--- config.mk ---
export PLATFORM = sky130hd
export DESIGN_NAME = bcd_to_binary_serial
export DESIGN_NICKNAME = d
export VERILOG_FILES = /design/src/rtl/bcd_to_binary_serial.sv
export SDC_FILE = /design/constraint.sdc
export NUM_CORES = 1
export LEC_CHECK = 0
export CAP_MARGIN = 20
export CORE_MARGIN = 5
export CORE_UTILIZATION = 40
export DETAILED_ROUTE_END_ITERATION = 12
export GPL_TIMING_DRIVEN = 0
export PLACE_DENSITY = 0.66
export SYNTH_ARGS = -nofsm -noshare
export SYNTH_HDL_FRONTEND = slang
export SYNTH_SLANG_ARGS = --single-unit
--- constraint.sdc ---
create_clock -name clock -period 2 [get_ports clock]
set_input_delay 0.2 -clock clock [delete_from_list [all_inputs] [get_ports clock]]
set_output_delay 0.2 -clock clock [all_outputs]
set_load 0.05 [all_outputs]
--- src/rtl/bcd_to_binary_serial.sv ---
// Serial BCD-to-binary decoder using reverse Double-Dabble, one iteration per clock.
// Valid/ready handshakes on both sides; every output comes straight from a flop.
module bcd_to_binary_serial #(
    parameter int unsigned WIDTH_BCD    = 12,
    parameter int unsigned WIDTH_BINARY = 10
) (
    input  logic                    clock,
    input  logic                    resetn,
    input  logic                    input_valid,
    output logic                    input_ready,
    input  logic [WIDTH_BCD-1:0]    input_bcd,
    output logic                    output_valid,
    input  logic                    output_ready,
    output logic [WIDTH_BINARY-1:0] output_binary,
    output logic                    output_overflow,
    output logic                    output_invalid
);

    localparam int unsigned NUM_DIGITS    = WIDTH_BCD / 4;
    localparam int unsigned WIDTH_SCRATCH = WIDTH_BCD + WIDTH_BINARY;
    localparam int unsigned WIDTH_COUNT   = $clog2(WIDTH_BINARY + 1);

    generate
        if ((WIDTH_BCD % 4) != 0 || WIDTH_BCD == 0) begin : g_bad_bcd_width
            $error("WIDTH_BCD must be a non-zero multiple of 4");
        end
        if (WIDTH_BINARY < 1) begin : g_bad_binary_width
            $error("WIDTH_BINARY must be at least 1");
        end
    endgenerate

    typedef enum logic [1:0] {
        IDLE    = 2'd0,
        CONVERT = 2'd1,
        DONE    = 2'd2
    } state_t;

    state_t                   state;
    logic [WIDTH_SCRATCH-1:0] scratch;
    logic [WIDTH_COUNT-1:0]   count;
    logic                     invalid;

    logic [WIDTH_SCRATCH-1:0] shifted_c;
    logic [WIDTH_SCRATCH-1:0] adjusted_c;
    logic                     digits_bad_c;

    // One reverse Double-Dabble step, plus the digit range check on the incoming word.
    always_comb begin
        shifted_c    = scratch >> 1;
        adjusted_c   = shifted_c;
        digits_bad_c = 1'b0;
        for (int i = 0; i < int'(NUM_DIGITS); i++) begin
            if (shifted_c[WIDTH_BINARY + 4*i +: 4] >= 4'd8) begin
                adjusted_c[WIDTH_BINARY + 4*i +: 4] = shifted_c[WIDTH_BINARY + 4*i +: 4] - 4'd3;
            end
            digits_bad_c = digits_bad_c | (input_bcd[4*i +: 4] > 4'd9);
        end
    end

    // The counter runs 0..WIDTH_BINARY; the final count value is the evaluation
    // cycle that loads the result registers, so DONE begins one edge after the
    // last iteration.
    always_ff @(posedge clock or negedge resetn) begin
        if (!resetn) begin
            state           <= IDLE;
            scratch         <= '0;
            count           <= '0;
            invalid         <= 1'b0;
            input_ready     <= 1'b1;
            output_valid    <= 1'b0;
            output_binary   <= '0;
            output_overflow <= 1'b0;
            output_invalid  <= 1'b0;
        end else begin
            case (state)
                IDLE: begin
                    if (input_valid) begin
                        scratch     <= {input_bcd, {WIDTH_BINARY{1'b0}}};
                        count       <= '0;
                        invalid     <= digits_bad_c;
                        state       <= CONVERT;
                        input_ready <= 1'b0;
                    end
                end
                CONVERT: begin
                    if (count == WIDTH_COUNT'(WIDTH_BINARY)) begin
                        state           <= DONE;
                        output_valid    <= 1'b1;
                        output_binary   <= invalid ? '0 : scratch[WIDTH_BINARY-1:0];
                        output_overflow <= !invalid && (|scratch[WIDTH_SCRATCH-1:WIDTH_BINARY]);
                        output_invalid  <= invalid;
                    end else begin
                        scratch <= adjusted_c;
                        count   <= count + WIDTH_COUNT'(1);
                    end
                end
                DONE: begin
                    if (output_ready) begin
                        state        <= IDLE;
                        output_valid <= 1'b0;
                        input_ready  <= 1'b1;
                    end
                end
                default: begin
                    state        <= IDLE;
                    output_valid <= 1'b0;
                    input_ready  <= 1'b1;
                end
            endcase
        end
    end

endmodule
==> results_tabular.tex <==
\begin{tabular}{lr}
\hline
Metric & Value \\
\hline
\multicolumn{2}{l}{\textbf{Route}} \\
\quad Number of vias in the routed layout & 1560 \\
\quad Via-to-Cell Ratio & 5.03 \\
\quad Number of antenna-violating nets in the routed design & 0 \\
\quad First-pass iteration count of the detailed router & 4 \\
\quad Number of remaining DRC errors & 0 \\
\quad Routed wire length & 4160 um \\
\quad Wire per inst & 13.4 um \\
\quad Initial DRC count & 79 \\
\multicolumn{2}{l}{\textbf{Logic synthesis}} \\
\quad Largest cells by area after synthesis & sky130\_fd\_sc\_hd\_\_dfrtp\_1 (52\%), sky130\_fd\_sc\_hd\_\_nand2\_1 (5.6\%), sky130\_fd\_sc\_hd\_\_o21ai\_0 (5.2\%) \\
\quad Synthesized area & 0.00203 sq mm \\
\quad Commonest cells in the netlist & sky130\_fd\_sc\_hd\_\_dfrtp\_1 (42), sky130\_fd\_sc\_hd\_\_nand2\_1 (30), sky130\_fd\_sc\_hd\_\_o21ai\_0 (21) \\
\quad Predominant post-synthesis flop cell & sky130\_fd\_sc\_hd\_\_dfrtp\_1 \\
\quad Yosys top cell area share & 51.9\% \\
\quad Synthesized area divided by synthesized cell count & 10.1 sq um \\
\quad Synth cell types & 36 \\
\quad Cell with the most instances after synthesis & sky130\_fd\_sc\_hd\_\_dfrtp\_1 \\
\quad Synth warn & 0 \\
\quad FFs w/ async S/R, synth & 100\% \\
\quad Synthesized instance count & 201 \\
\quad Number of storage elements in the synthesis netlist & 43 \\
\quad Fraction of the yosys area taken by sequential cells & 53.2\% \\
\quad Count of flip-flops with a built-in enable after synthesis & 0 \\
\quad Library cell occupying the most area in the post-synthesis netlist & sky130\_fd\_sc\_hd\_\_dfrtp\_1 \\
\quad Net Count, Synth & 223 \\
\multicolumn{2}{l}{\textbf{Placement}} \\
\quad Placed cell area & 0.00242 sq mm \\
\quad Final weighted congestion of routability-driven global placement & 0.844 \\
\quad Total half-perimeter wirelength after legalization and detailed placement & 3070 um \\
\quad Input/output buffers & 29 \\
\quad Pre-CTS setup slack & 156 ps \\
\multicolumn{2}{l}{\textbf{Setup path}} \\
\quad Crit Path Category & flip-flop to flip-flop \\
\quad Critical path buffers and inverters & 3 \\
\quad Largest fanout of any net on the critical path & 10 \\
\quad Crit path top cell by count & sky130\_fd\_sc\_hd\_\_buf\_6 \\
\quad Setup slack on the worst flop-to-flop path & 150 ps \\
\quad CP Capture Type & flip-flop \\
\quad Kind of launch point of the worst setup path & flip-flop \\
\quad Critical R2R Launch & count[0] \\
\quad Endpoint of the lowest-slack register-to-register path & scratch[5] \\
\quad Critical-path cell list & inv\_1, ha\_1, and4b\_1, or3\_1, buf\_6, buf\_6, a22o\_1 \\
\quad R2r worst-path depth & 7 \\
\quad Required time of the critical path & 2190 ps \\
\quad End point of the critical path & scratch[5] \\
\quad Crit path launch & count[0] \\
\quad Number of gates on the worst path with buffers counted & 7 \\
\quad Critical path's top delay family & simple AND/OR/NAND/NOR gates \\
\quad Signal arrival time at the worst endpoint & 2050 ps \\
\quad Critical-path cell with the highest stage delay & sky130\_fd\_sc\_hd\_\_dfrtp\_1 \\
\quad Slowest cell delay on critical path & 420 ps \\
\multicolumn{2}{l}{\textbf{Clock tree}} \\
\quad Clock insertion delay at the later pin of the skew report & 300 ps \\
\quad Depth of the CTS H-tree & 2 \\
\quad TritonCTS clock tree & yes \\
\quad Clock root cell & sky130\_fd\_sc\_hd\_\_clkbuf\_8 \\
\quad Clock tree buffer depth & 2 \\
\quad Number of clock sinks & 43 \\
\quad Inserted Clock Buffers & 5 \\
\quad Setup Fix Bufs, Post-CTS & 0 \\
\quad Clock-pin slew on the worst setup and hold paths & 90 ps \\
\multicolumn{2}{l}{\textbf{Timing}} \\
\quad Final period demand of the worst path & 1850 ps \\
\quad Max-slew headroom at the worst pin & 57.2\% \\
\quad Tightest hold margin & 293 ps \\
\quad Worst setup margin & 148 ps \\
\quad Transition time at the pin with the least slew margin & 640 ps \\
\quad \# setup viols final & 0 \\
\quad Final number of hold-violating endpoints & 0 \\
\quad Peak clock frequency supported by timing & 0.540 GHz \\
\quad Final setup skew & 11.4 ps \\
\quad Share of the clock period used by the worst path after layout & 92.6\% \\
\quad Slew Viols, Final & 0 \\
\quad RSZ-0062 raised after global routing & false \\
\multicolumn{2}{l}{\textbf{Global route}} \\
\quad All-layer global routing usage & 14.3\% \\
\quad Total congestion overflow after global routing & 0 \\
\quad Initial antenna violation count & 0 \\
\quad Number of global-route vias before repair & 1490 \\
\quad Global-route wire length before repair & 7170 um \\
\quad Largest net degree at the start of global routing & 34 \\
\multicolumn{2}{l}{\textbf{Die}} \\
\quad Std-Cell Core Area & 0.00501 sq mm \\
\quad Number of placement rows & 26 \\
\quad Vertical die dimension & 81.2 um \\
\quad Top Ports & 30 \\
\quad Overall die width & 81.2 um \\
\quad Starting density of the core & 40.4\% \\
\quad Die area & 0.00659 sq mm \\
\multicolumn{2}{l}{\textbf{Finish}} \\
\quad Number of diodes & 0 \\
\quad Layout overhead on the synthesized area & 24.5\% \\
\quad Filler Cells Inserted & 507 \\
\quad Fraction of final layout cells with drive strength greater than 1 & 8.75\% \\
\quad Finished Cell Area & 0.00252 sq mm \\
\quad Layout net count & 261 \\
\quad Final core occ & 50.3\% \\
\multicolumn{2}{l}{\textbf{Hold path}} \\
\quad Worst hold-check path type & input port to async pin \\
\multicolumn{2}{l}{\textbf{Pwr}} \\
\quad Total design power & 4.17 mW \\
\quad Leak Pwr & 1.09 nW \\
\quad Worst IR drop on VDD & 0.655 mV \\
\quad Total power divided by cell area & 1650 mW/mm\^{}2 \\
\multicolumn{2}{l}{\textbf{Outcome}} \\
\quad Status & finished clean \\
\multicolumn{2}{l}{\textbf{Job}} \\
\quad Max-Cap Viols & 0 \\
\hline
\end{tabular}
==> how the worst min path moves through the flow <==
stage                      from          endpoint  slack [ps]
4_1_cts                  resetn  output_binary[8]         300
3_5_place_dp             resetn  output_binary[8]         100
6_report                 resetn  output_binary[3]         290
3_3_place_gp   output_binary[7]  output_binary[7]         460
5_1_grt                  resetn  output_binary[3]         320
2_1_floorplan            resetn          count[0]        -100
==> cell families (layout without fill, tap and decap cells) <==
logic type      Yosys count  in the layout  synth area share, %
fa+ha+maj                 6              6                 3.71
buf+inv                  20             59                 5.31
compound gates           56             56                 18.1
flops                    43             43                 53.2
mux                       3              3                 1.54
xor+xnor                  5              5                 2.16
simple gates             68             68                 16.0
==> cells in the final DEF, fill, tap and decap left out, drive strengths merged, types with 2 or more instances in the layout <==
cell type,count
a31o,2
nand4,2
clkbuf,13
a21oi,7
o21ai,25
a31oi,5
a22o,11
inv,8
nand2b,12
mux2i,2
nand2,30
clkdlybuf4s50,28
nor2,14
nor4,3
ha,6
clkinvlp,2
xnor2,4
dfrtp,42
nor2b,2
a211o,2
buf,6
==> state kept, by name, indices dropped and copies added, names as in the netlist <==
| signal | cells |
|---|---|
| count | 4 |
| input_ready | 1 |
| invalid | 1 |
| output_binary | 10 |
| output_invalid | 1 |
| output_overflow | 1 |
| output_valid | 1 |
| scratch | 22 |
| state | 2 |
==> worst reg2reg max path: stages (launching register included) <==
cell and delay (ps):
sky130_fd_sc_hd__dfrtp_1 420, sky130_fd_sc_hd__inv_1 60, sky130_fd_sc_hd__ha_1 210, sky130_fd_sc_hd__and4b_1 190, sky130_fd_sc_hd__or3_1 350, sky130_fd_sc_hd__buf_6 150
sky130_fd_sc_hd__buf_6 140, sky130_fd_sc_hd__a22o_1 230
==> report_power, final <==
part / internal [mW] / total [mW] / switching (mW)
clock network: 0.250 / 0.572 / 0.322
logic: 0.865 / 2.06 / 1.20
registers: 1.24 / 1.53 / 0.290
==> final cells by class <==
cell class,instances,area (sq um),area share (%)
Sequential cell,43,1080,42.7
Multi-Input combinational cell,138,841,33.3
Timing Repair Buffer,31,315,12.5
Tap cell,70,87.6,3.47
Buffer,12,72.6,2.88
Clock buffer,5,68.8,2.73
Inverter,8,35.0,1.39
Clock inverter,3,23.8,0.943
==> metrics by stage <==
stage               cells  setup TNS [ps]
floorplan             201               0
global placement      300          -18030
detailed placement    301               0
CTS                   310               0
global route          310               0
finish                310               0
==> routing by layer <==
metal	global-route usage, %	vias to the layer above	wire length (um)
met5	0	-	0
met4	4.56	0	53
met3	3.66	8	249
met1	18.9	744	1950
li1	-	769	-
met2	23.0	39	1910
==> what timing repair did <==
item / CTS / global route
resized for setup: 0 / 0
hold buffers: 1 / 0
hold endpoints to repair: 10 / 0
Note: power is estimated with default switching activity, not from simulation.
